`config.mk`:
```
export PLATFORM = sky130hd
export DESIGN_NAME = sum_accumulator
export DESIGN_NICKNAME = d
export VERILOG_FILES = /design/src/rtl/sum_accumulator_pkg.sv /design/src/rtl/sum_accumulator_acc_add_sat.sv /design/src/rtl/sum_accumulator.sv
export SDC_FILE = /design/constraint.sdc
export NUM_CORES = 1
export LEC_CHECK = 0
export BUFFER_PORTS_ARGS = -buffer_cell sky130_fd_sc_hd__clkbuf_2
export CELL_PAD_IN_SITES_DETAIL_PLACEMENT = 2
export CELL_PAD_IN_SITES_GLOBAL_PLACEMENT = 2
export CORE_ASPECT_RATIO = 0.9
export CORE_MARGIN = 2
export CORE_UTILIZATION = 29
export DETAILED_ROUTE_END_ITERATION = 8
export PLACE_DENSITY = 0.85
export SYNTH_ARGS = -nofsm -noshare
export SYNTH_HDL_FRONTEND = slang
export SYNTH_HIERARCHICAL = 1
export SYNTH_SLANG_ARGS = --single-unit
```
`constraint.sdc`:
```
create_clock -name clk -period 1.8 [get_ports clk]
set_clock_uncertainty 0.15 [all_clocks]
set_input_delay 0 -clock clk [delete_from_list [all_inputs] [get_ports clk]]
set_output_delay 0 -clock clk [all_outputs]
set_load 0.01 [all_outputs]
```
`src/rtl/sum_accumulator_pkg.sv`:
```
// Shared definitions for the sum accumulator: FSM state encoding and default widths.
package sum_accumulator_pkg;

    typedef enum logic [1:0] {
        ST_IDLE  = 2'd0,
        ST_ACCUM = 2'd1,
        ST_DONE  = 2'd2
    } state_e;

    localparam int DEF_DATA_W      = 4;
    localparam int DEF_ACC_W       = 8;
    localparam int DEF_NUM_SAMPLES = 4;

endpackage

```
`src/rtl/sum_accumulator_acc_add_sat.sv`:
```
// Combinational accumulator adder: acc + zext(addend) with carry-out.
// With ACCUM_SAT_EN defined the sum clamps to all-ones on carry; otherwise it wraps.
module acc_add_sat #(
    parameter int DATA_W = 4,
    parameter int ACC_W  = 8
) (
    input  logic [ACC_W-1:0]  acc,
    input  logic [DATA_W-1:0] addend,
    output logic [ACC_W-1:0]  sum,
    output logic              carry
);

    logic [ACC_W:0] wide_sum;

    always_comb begin
        wide_sum = {1'b0, acc} + {{(ACC_W + 1 - DATA_W){1'b0}}, addend};
        carry    = wide_sum[ACC_W];
`ifdef ACCUM_SAT_EN
        sum      = carry ? {ACC_W{1'b1}} : wide_sum[ACC_W-1:0];
`else
        sum      = wide_sum[ACC_W-1:0];
`endif
    end

endmodule

```
`src/rtl/sum_accumulator.sv`:
```
// Accumulates NUM_SAMPLES input beats into one registered result with a sticky overflow flag.
// Optional saturation instead of wrap is selected by the ACCUM_SAT_EN macro (see acc_add_sat).
module sum_accumulator
    import sum_accumulator_pkg::*;
#(
    parameter int  DATA_W      = DEF_DATA_W,
    parameter int  ACC_W       = DEF_ACC_W,
    parameter int  NUM_SAMPLES = DEF_NUM_SAMPLES,
    localparam int CNT_W       = $clog2(NUM_SAMPLES + 1)
) (
    input  logic              clk,
    input  logic              rst_n,
    input  logic              sclr,
    input  logic [DATA_W-1:0] in_data,
    input  logic              in_valid,
    output logic              in_ready,
    output logic [ACC_W-1:0]  out_data,
    output logic              out_valid,
    input  logic              out_ready,
    output logic              out_ovf,
    output logic [CNT_W-1:0]  sample_cnt
);

    state_e             state_q, state_d;
    logic [ACC_W-1:0]   acc_q, acc_d;
    logic [CNT_W-1:0]   cnt_q, cnt_d;
    logic               ovf_q, ovf_d;

    logic [ACC_W-1:0]   add_sum;
    logic               add_carry;
    logic [CNT_W-1:0]   cnt_inc;

    acc_add_sat #(
        .DATA_W (DATA_W),
        .ACC_W  (ACC_W)
    ) u_acc_add_sat (
        .acc    (acc_q),
        .addend (in_data),
        .sum    (add_sum),
        .carry  (add_carry)
    );

    assign cnt_inc = cnt_q + CNT_W'(1);

    always_comb begin
        state_d  = state_q;
        acc_d    = acc_q;
        cnt_d    = cnt_q;
        ovf_d    = ovf_q;
        in_ready = 1'b0;

        case (state_q)
            ST_IDLE: begin
                in_ready = 1'b1;
                if (in_valid) begin
                    acc_d   = ACC_W'(in_data);
                    cnt_d   = CNT_W'(1);
                    ovf_d   = 1'b0;
                    state_d = (NUM_SAMPLES == 1) ? ST_DONE : ST_ACCUM;
                end
            end
            ST_ACCUM: begin
                in_ready = 1'b1;
                if (in_valid) begin
                    acc_d = add_sum;
                    cnt_d = cnt_inc;
                    ovf_d = ovf_q | add_carry;
                    if (cnt_inc == CNT_W'(NUM_SAMPLES)) begin
                        state_d = ST_DONE;
                    end
                end
            end
            ST_DONE: begin
                if (out_ready) begin
                    state_d = ST_IDLE;
                    acc_d   = '0;
                    cnt_d   = '0;
                    ovf_d   = 1'b0;
                end
            end
            default: begin
                state_d = ST_IDLE;
                acc_d   = '0;
                cnt_d   = '0;
                ovf_d   = 1'b0;
            end
        endcase

        // A clear beats any handshake in the same cycle; that beat is simply lost.
        if (sclr) begin
            state_d = ST_IDLE;
            acc_d   = '0;
            cnt_d   = '0;
            ovf_d   = 1'b0;
        end
    end

    always_ff @(posedge clk or negedge rst_n) begin
        if (!rst_n) begin
            state_q <= ST_IDLE;
            acc_q   <= '0;
            cnt_q   <= '0;
            ovf_q   <= 1'b0;
        end else begin
            state_q <= state_d;
            acc_q   <= acc_d;
            cnt_q   <= cnt_d;
            ovf_q   <= ovf_d;
        end
    end

    // Result outputs read as zero outside DONE so partial sums never leak downstream.
    assign out_valid  = (state_q == ST_DONE);
    assign out_data   = out_valid ? acc_q : '0;
    assign out_ovf    = out_valid ? ovf_q : 1'b0;
    assign sample_cnt = cnt_q;

endmodule

```
==> metrics.md, run 1 <==
| Metric | Value |
|---|---|
| Crit. End Element | register |
| CTS tree | done |
| Final hold violation count | 0 |
| Fin. max-slew vios | 0 |
| N_diodes | 0 |
| Yosys cell types | 37 |
| Fin nets | 160 |
| Final setup fails | 6 |
| Final core utilization | around two fifths |
| Initial antenna violation count | 0 |
| Rows | 20 |
| Failing checks | negative setup slack |
| Largest net degree at the start of global routing | 21 |
| Area Growth Syn to Fin | 34.90% |
| Clock latency on the worst-skew pair | 250 ps |
| TritonCTS buffer count | 3 |
| Avg WL per Cell | 17.50 µm |
| Vias per cell | between 5 and 6 |
| Number of synthesized register bits | 14 |
| Synthesized cell area | 1036 µm² |
| Power Dens Cells | 664.7 nW/µm² |
| Slew @ Worst Pin | 410.3 ps |
| Initial drt markers | 16 |
| Status | complete, but fails checks |
| CP arrival | 1890 ps |
| Final period util | 106.3% |
| Clock Tree Buf Depth | 2 |
| DR DRC count | 0 |
| Setup tns final | -471.9 ps |
| Die height | 60.70 µm |
| Post-synthesis sequential area ratio | ~34% |
| First-pass GRT wire length | 5.395 mm |
| Global route total overflow | 0 |
| Vias in the first global route | roughly 1100 |
| Die span in x | 67 µm |
| Global placement routability congestion | 0.7864 |
| Peak supply drop | 377.8 µV |
| Final Total Pwr | 928.9 µW |
| Final WL | around 3.3 mm |
| Clock root buffer | clkbuf_8 |
| DR pass1 iterations | 4 |
| Share of post-route cells with drive strength above 1 | 39.86% |
| Die area | 4067 µm² |
| CP Max Fanout | 2 |
| Pre-CTS setup slack | -160.3 ps |
| RSZ-0062 raised after global routing | true |
| HP Start | in_data[3] |
| I/O pin cnt | 23 |
| Worst R2R Start | acc_q[0] |
| Total track usage | 18.26% |
| Antenna Nets Post-Route | 0 |
| Syn_area_per_cell | 9.418 µm² |
| WHS | 45.19 ps |
| Post-synthesis cell count | 110 |
| HPWL Detailed | 2.465 mm |
| Lkg Pwr | 0.6569 nW |
| Tightest Hold Check Type | primary input to register |
| Detailed-route via count | 991 |
| Synth Warn # | 6 |
| Initial Util | 30.44% |
| Startpoint Class | register |
| Slew headroom | 72.65% |
| Core Box Area | 3403 µm² |
| Min Tclk post-route | roughly 1900 ps |
| Post-route setup slack | -114.3 ps |
| Syn_nets | 126 |
| H-tree lvl count | 1 |
| Fmax | around 520 MHz |
| Clk pin slew, worst setup/hold paths | 60 ps |
| IO Port Bufs | 22 |
| Max Cap Viol | 0 |
| WP data required | between 1500 and 2000 ps |
| Worst Setup SP | acc_q[0] |
| CTS sink count | 14 |
| Setup Crit Path Kind | register to register |
## through the flow
| step | cell area (µm²) | instances |
|---|---|---|
| 5_1_grt | 1398 | 187 |
| 2_1_floorplan | 1045 | 110 |
| 3_3_place_gp | 1232 | 179 |
| 3_5_place_dp | 1232 | 179 |
| 4_1_cts | 1388 | 187 |
| 6_report | 1398 | 187 |
## placed cells by master, fill, tap and decap left out, drive strengths merged, types with 5 or more instances in the layout
| cell | netlist | final |
|---|---|---|
| nand4 | 5 | 5 |
| dfrtp | 14 | 14 |
| ha | 6 | 6 |
| buf | 2 | 8 |
| clkbuf | 2 | 26 |
| and2 | 6 | 6 |
| nor3 | 5 | 5 |
| inv | 8 | 8 |
| mux2 | 5 | 5 |
| o21ai | 7 | 7 |
| nor2 | 7 | 7 |
| a21oi | 7 | 7 |
## final timing paths
| check | endpoint | slack (ps) | depth (start not counted) |
|---|---|---|---|
| hold reg to reg | acc_q[2] | 400 | 1 |
| max in group asynchronous | acc_q[1] | 1120 | 2 |
| setup / recovery | ovf_q | -110 | 7 |
| setup reg to reg | ovf_q | -110 | 7 |
| hold / removal | acc_q[3] | 50 | 4 |
| min in group asynchronous | acc_q[4] | 60 | 2 |
## per-layer routing
layer	vias up	share of wire, %	global-route usage, %
met1	488	46	22.59
met3	5	4.1	3.525
met4	0	0.95	5.248
met2	30	49	32.53
li1	468	-	-
met5	-	0	0
## cell usage after synthesis
cell,instances,area share [%]
nand4_1,5,3.0
a21boi_0,1,0.72
nor2_1,7,2.5
nand3_1,4,1.9
xor2_1,3,2.5
and2_4,1,0.85
clkbuf_1,2,0.72
a22o_1,1,0.85
and2_1,5,3.0
nand2b_1,1,0.60
dfrtp_1,14,34
or4b_2,1,0.97
ha_1,6,7.2
a41oi_1,1,0.85
nand2_1,3,1.1
o21a_1,1,0.72
o211ai_1,1,0.72
a21oi_1,7,3.4
nor3_1,5,2.4
a211o_1,2,1.7
o211ai_2,1,1.2
or3_1,1,0.60
inv_1,8,2.9
fa_1,1,1.9
and4b_1,1,0.97
a31oi_1,1,0.60
a32oi_1,1,0.85
or2_2,1,0.60
and3_1,2,1.2
xnor2_1,2,1.7
a21o_2,1,0.85
or4b_4,1,1.3
buf_6,2,2.2
o21ai_0,7,3.4
mux2i_1,4,3.9
mux2_4,2,2.9
mux2_2,3,3.3
## logic make-up (layout without fill, tap and decap cells)
group / Yosys count / count (layout) / synth area share (%)
AOI/OAI and AO/OA: 25 / 25 / 15.82
xor gates and xnor gates: 5 / 5 / 4.228
adders and majority gates: 7 / 7 / 9.179
buffers and inverters: 12 / 45 / 5.797
DFF: 14 / 14 / 33.82
muxes: 9 / 9 / 10.02
and+or+nand+nor: 38 / 38 / 21.14
## report_power, final
group	internal (mW)	switching, mW	total, mW
registers	0.332	0.0203	0.353
clock network	0.194	0.126	0.320
logic	0.124	0.133	0.256
## registers in the layout (all words and copies together), names as in the netlist
| register | count |
|---|---|
| acc_q | 8 |
| ovf_q | 1 |
| state_q | 2 |
| sample_cnt | 3 |
## final cells by class
type	instances	area (µm²)
fillers	399	2006
multi-input cells	84	701.9
flip-flops and latches	14	351.6
repair buffers	33	203.9
clock buffers	4	55.05
well taps	44	55.05
inverters	8	30.03
## critical path, cell delays in order, from the launching register on
cell and delay [ps]:
dfrtp_1 390, ha_2 190, fa_2 360, a21o_4 230, a21oi_4 170, nor3_2 80
a31oi_1 140, a21oi_1 70
## what timing repair did
| action | 4_1_cts | 5_1_grt |
|---|---|---|
| hold endpoints to repair | 20 | 0 |
| endpoints found under the setup margin | 7 | 9 |
| pin swaps | 2 | 0 |
| hold buffers | 3 | 0 |
| buffers inserted | 1 | 0 |
| resized for setup | 9 | 4 |
No activity file was read; power rests on OpenSTA's default activity.
==> run 2, diff against run 1 <==
--- a/config.mk
+++ b/config.mk
@@ -10,7 +10,7 @@
 export CELL_PAD_IN_SITES_GLOBAL_PLACEMENT = 2
 export CORE_ASPECT_RATIO = 0.9
 export CORE_MARGIN = 2
-export CORE_UTILIZATION = 29
+export CORE_UTILIZATION = 30
 export DETAILED_ROUTE_END_ITERATION = 8
 export PLACE_DENSITY = 0.85
 export SYNTH_ARGS = -nofsm -noshare
==> constraint.sdc (replaced) <==
create_clock -name clk -period 2.18 [get_ports clk]
set_clock_uncertainty 0.15 [all_clocks]
set_input_delay 0 -clock clk [delete_from_list [all_inputs] [get_ports clk]]
set_output_delay 0 -clock clk [all_outputs]
set_load 0.01 [all_outputs]
==> metrics.md, run 2 (synthesis gave the netlist of run 1 again) <==
| Metric | Value |
|---|---|
| I/O pin cnt | 23 (unchanged) |
| Power Dens Cells | 574.8 nW/µm² (-14%) |
| Status | complete, no violations |
| Clock latency on the worst-skew pair | 260 ps (about the same) |
| Vias per cell | 5.335 (+0.67%) |
| Clock Tree Buf Depth | 2 (unchanged) |
| IO Port Bufs | 22 (unchanged) |
| Global route total overflow | 0 (unchanged) |
| Biggest register | acc_q |
| Final hold violation count | 0 (unchanged) |
| Post-CTS Setup Bufs | 0 (-1) |
| Tightest Hold Check Type | primary input to register |
| Final setup fails | 0 (-6) |
| Final Total Pwr | 727.2 µW (-22%) |
| Setup Crit Path Kind | register to register |
| Die area | 3940 µm² (-3.1%) |
| Area Growth Syn to Fin | 22.10% |
| DR DRC count | 0 (unchanged) |
| Vias in the first global route | 1050 (-0.28%) |
| Core Box Area | 3353 µm² (-1.5%) |
| Most frequent cells in the layout | clkbuf_2, dfrtp_1, inv_1, nor2_1, o21ai_0 |
| DR pass1 iterations | 4 (unchanged) |
| Max reg flops | 8 (unchanged) |
| H-tree lvl count | 1 (unchanged) |
| Max Cap Viol | 0 (unchanged) |
| Pre-CTS setup slack | 86.39 ps (+246.7 ps) |
| Fin. max-slew vios | 0 (unchanged) |
| TritonCTS buffer count | 3 (unchanged) |
| Min Tclk post-route | 2068 ps (+154.2 ps) |
| Slew @ Worst Pin | 616.6 ps (+206.3 ps) |
| Final core utilization | 37.72% (-3.3 points) |
| CTS sink count | 14 (unchanged) |
| Share of post-route cells with drive strength above 1 | 29.63% (-10 points) |
| Lkg Pwr | 0.6149 nW (-6.4%) |
| Final WL | 3.168 mm (-3.2%) |
| Avg WL per Cell | 17.70 µm (+1.1%) |
| Fin nets | 152 (-5.0%) |
| CP Max Fanout | 3 (+1) |
| Detailed-route via count | 955 (-3.6%) |
| Crit. End Element | register |
| Die height | 59.75 µm (-1.6%) |
| Rows | 20 (unchanged) |
| Setup tns final | 0 ps (+471.9 ps) |
| Clk pin slew, worst setup/hold paths | 70 ps (about the same) |
| Slew headroom | 58.74% (-14 points) |
| Clock root buffer | clkbuf_8 |
| Largest net degree at the start of global routing | 21 (unchanged) |
| Antenna Nets Post-Route | 0 (unchanged) |
| First-pass GRT wire length | 5.209 mm (-3.4%) |
| WHS | 6.091 ps (-39.10 ps) |
| Fmax | 483.5 MHz (-7.5%) |
| HPWL Detailed | 2.328 mm (-5.5%) |
| Post-route setup slack | 111.6 ps (+225.8 ps) |
| Initial antenna violation count | 0 (unchanged) |
| CTS tree | done |
| N_diodes | 0 (unchanged) |
| RSZ-0062 raised after global routing | false |
| Initial Util | 30.90% (+0.45 points) |
| Startpoint Class | register |
| Initial drt markers | 20 (+4) |
| Global placement routability congestion | 0.7962 (+1.2%) |
| Total track usage | 17.69% (-0.57 points) |
| Final period util | 94.88% (-11 points) |
| Peak supply drop | 175.8 µV (-53%) |
| CP arrival | 2100 ps (+210 ps) |
| Die span in x | 65.95 µm (-1.6%) |
| Commonest non-fill, non-tap cell in the layout | clkbuf_2 |
| WP data required | 2210 ps (+440 ps) |
==> run 2: path summary, 6_finish.rpt <==
check | endpoint | slack [ps] | start | cells past startpoint
min in group asynchronous | acc_q[2] | 50 | rst_n | 2
hold reg to reg | acc_q[0] | 410 | acc_q[0] | 1
max in group asynchronous | sample_cnt[1] | 1530 | rst_n | 2
setup / recovery | acc_q[6] | 110 | acc_q[0] | 7
hold / removal | acc_q[3] | 6 | in_data[3] | 4
setup reg to reg | acc_q[6] | 110 | acc_q[0] | 7
==> run 2: what timing repair did <==
item                                   in CTS  in global routing
setup endpoints to repair                   0                  1
endpoints found under the hold margin      16                  0
resized for setup                           0                  2
hold buffers                                2                  0
==> run 2: through the flow <==
| stage | std cells | cell area (µm²) |
|---|---|---|
| 3_3_place_gp | 173 | 1179 |
| 2_1_floorplan | 110 | 1036 |
| 3_5_place_dp | 173 | 1179 |
| 4_1_cts | 179 | 1254 |
| 6_report | 179 | 1265 |
| 5_1_grt | 179 | 1265 |
==> run 2: cell type report <==
cell class                      instances  area [µm²]
Clock buffer                            4       55.05
Fill cell                             400        2088
Inverter                                8       30.03
Multi-Input combinational cell         84       636.9
Sequential cell                        14       350.3
Tap cell                               44       55.05
Timing Repair Buffer                   25       137.6
==> run 2: power breakdown <==
| part | internal [mW] | leakage, nW | switching (mW) | total (mW) |
|---|---|---|---|---|
| Sequential | 0.274 | 0.188 | 0.0162 | 0.290 |
| Clock | 0.161 | 0.0288 | 0.114 | 0.274 |
| Combinational | 0.0717 | 0.399 | 0.0911 | 0.163 |
==> run 2: metal layers <==
layer | routed length (µm) | vias to the layer above | GRT usage, % | part of all wire (%)
met5 | 0 | - | 0 | 0
met4 | 27 | 0 | 6.122 | 0.85
met3 | 97 | 4 | 3.202 | 3.1
met2 | 1567 | 20 | 30.30 | 49
met1 | 1475 | 484 | 22.56 | 47
li1 | - | 447 | - | -
==> run 2: critical path: stages (launching register included) <==
cell and delay [ps]:
dfrtp_1 400, ha_1 250, fa_1 410, a21o_2 250, a32oi_2 180, xnor2_1 140, nand4_1 110, o21ai_0 100
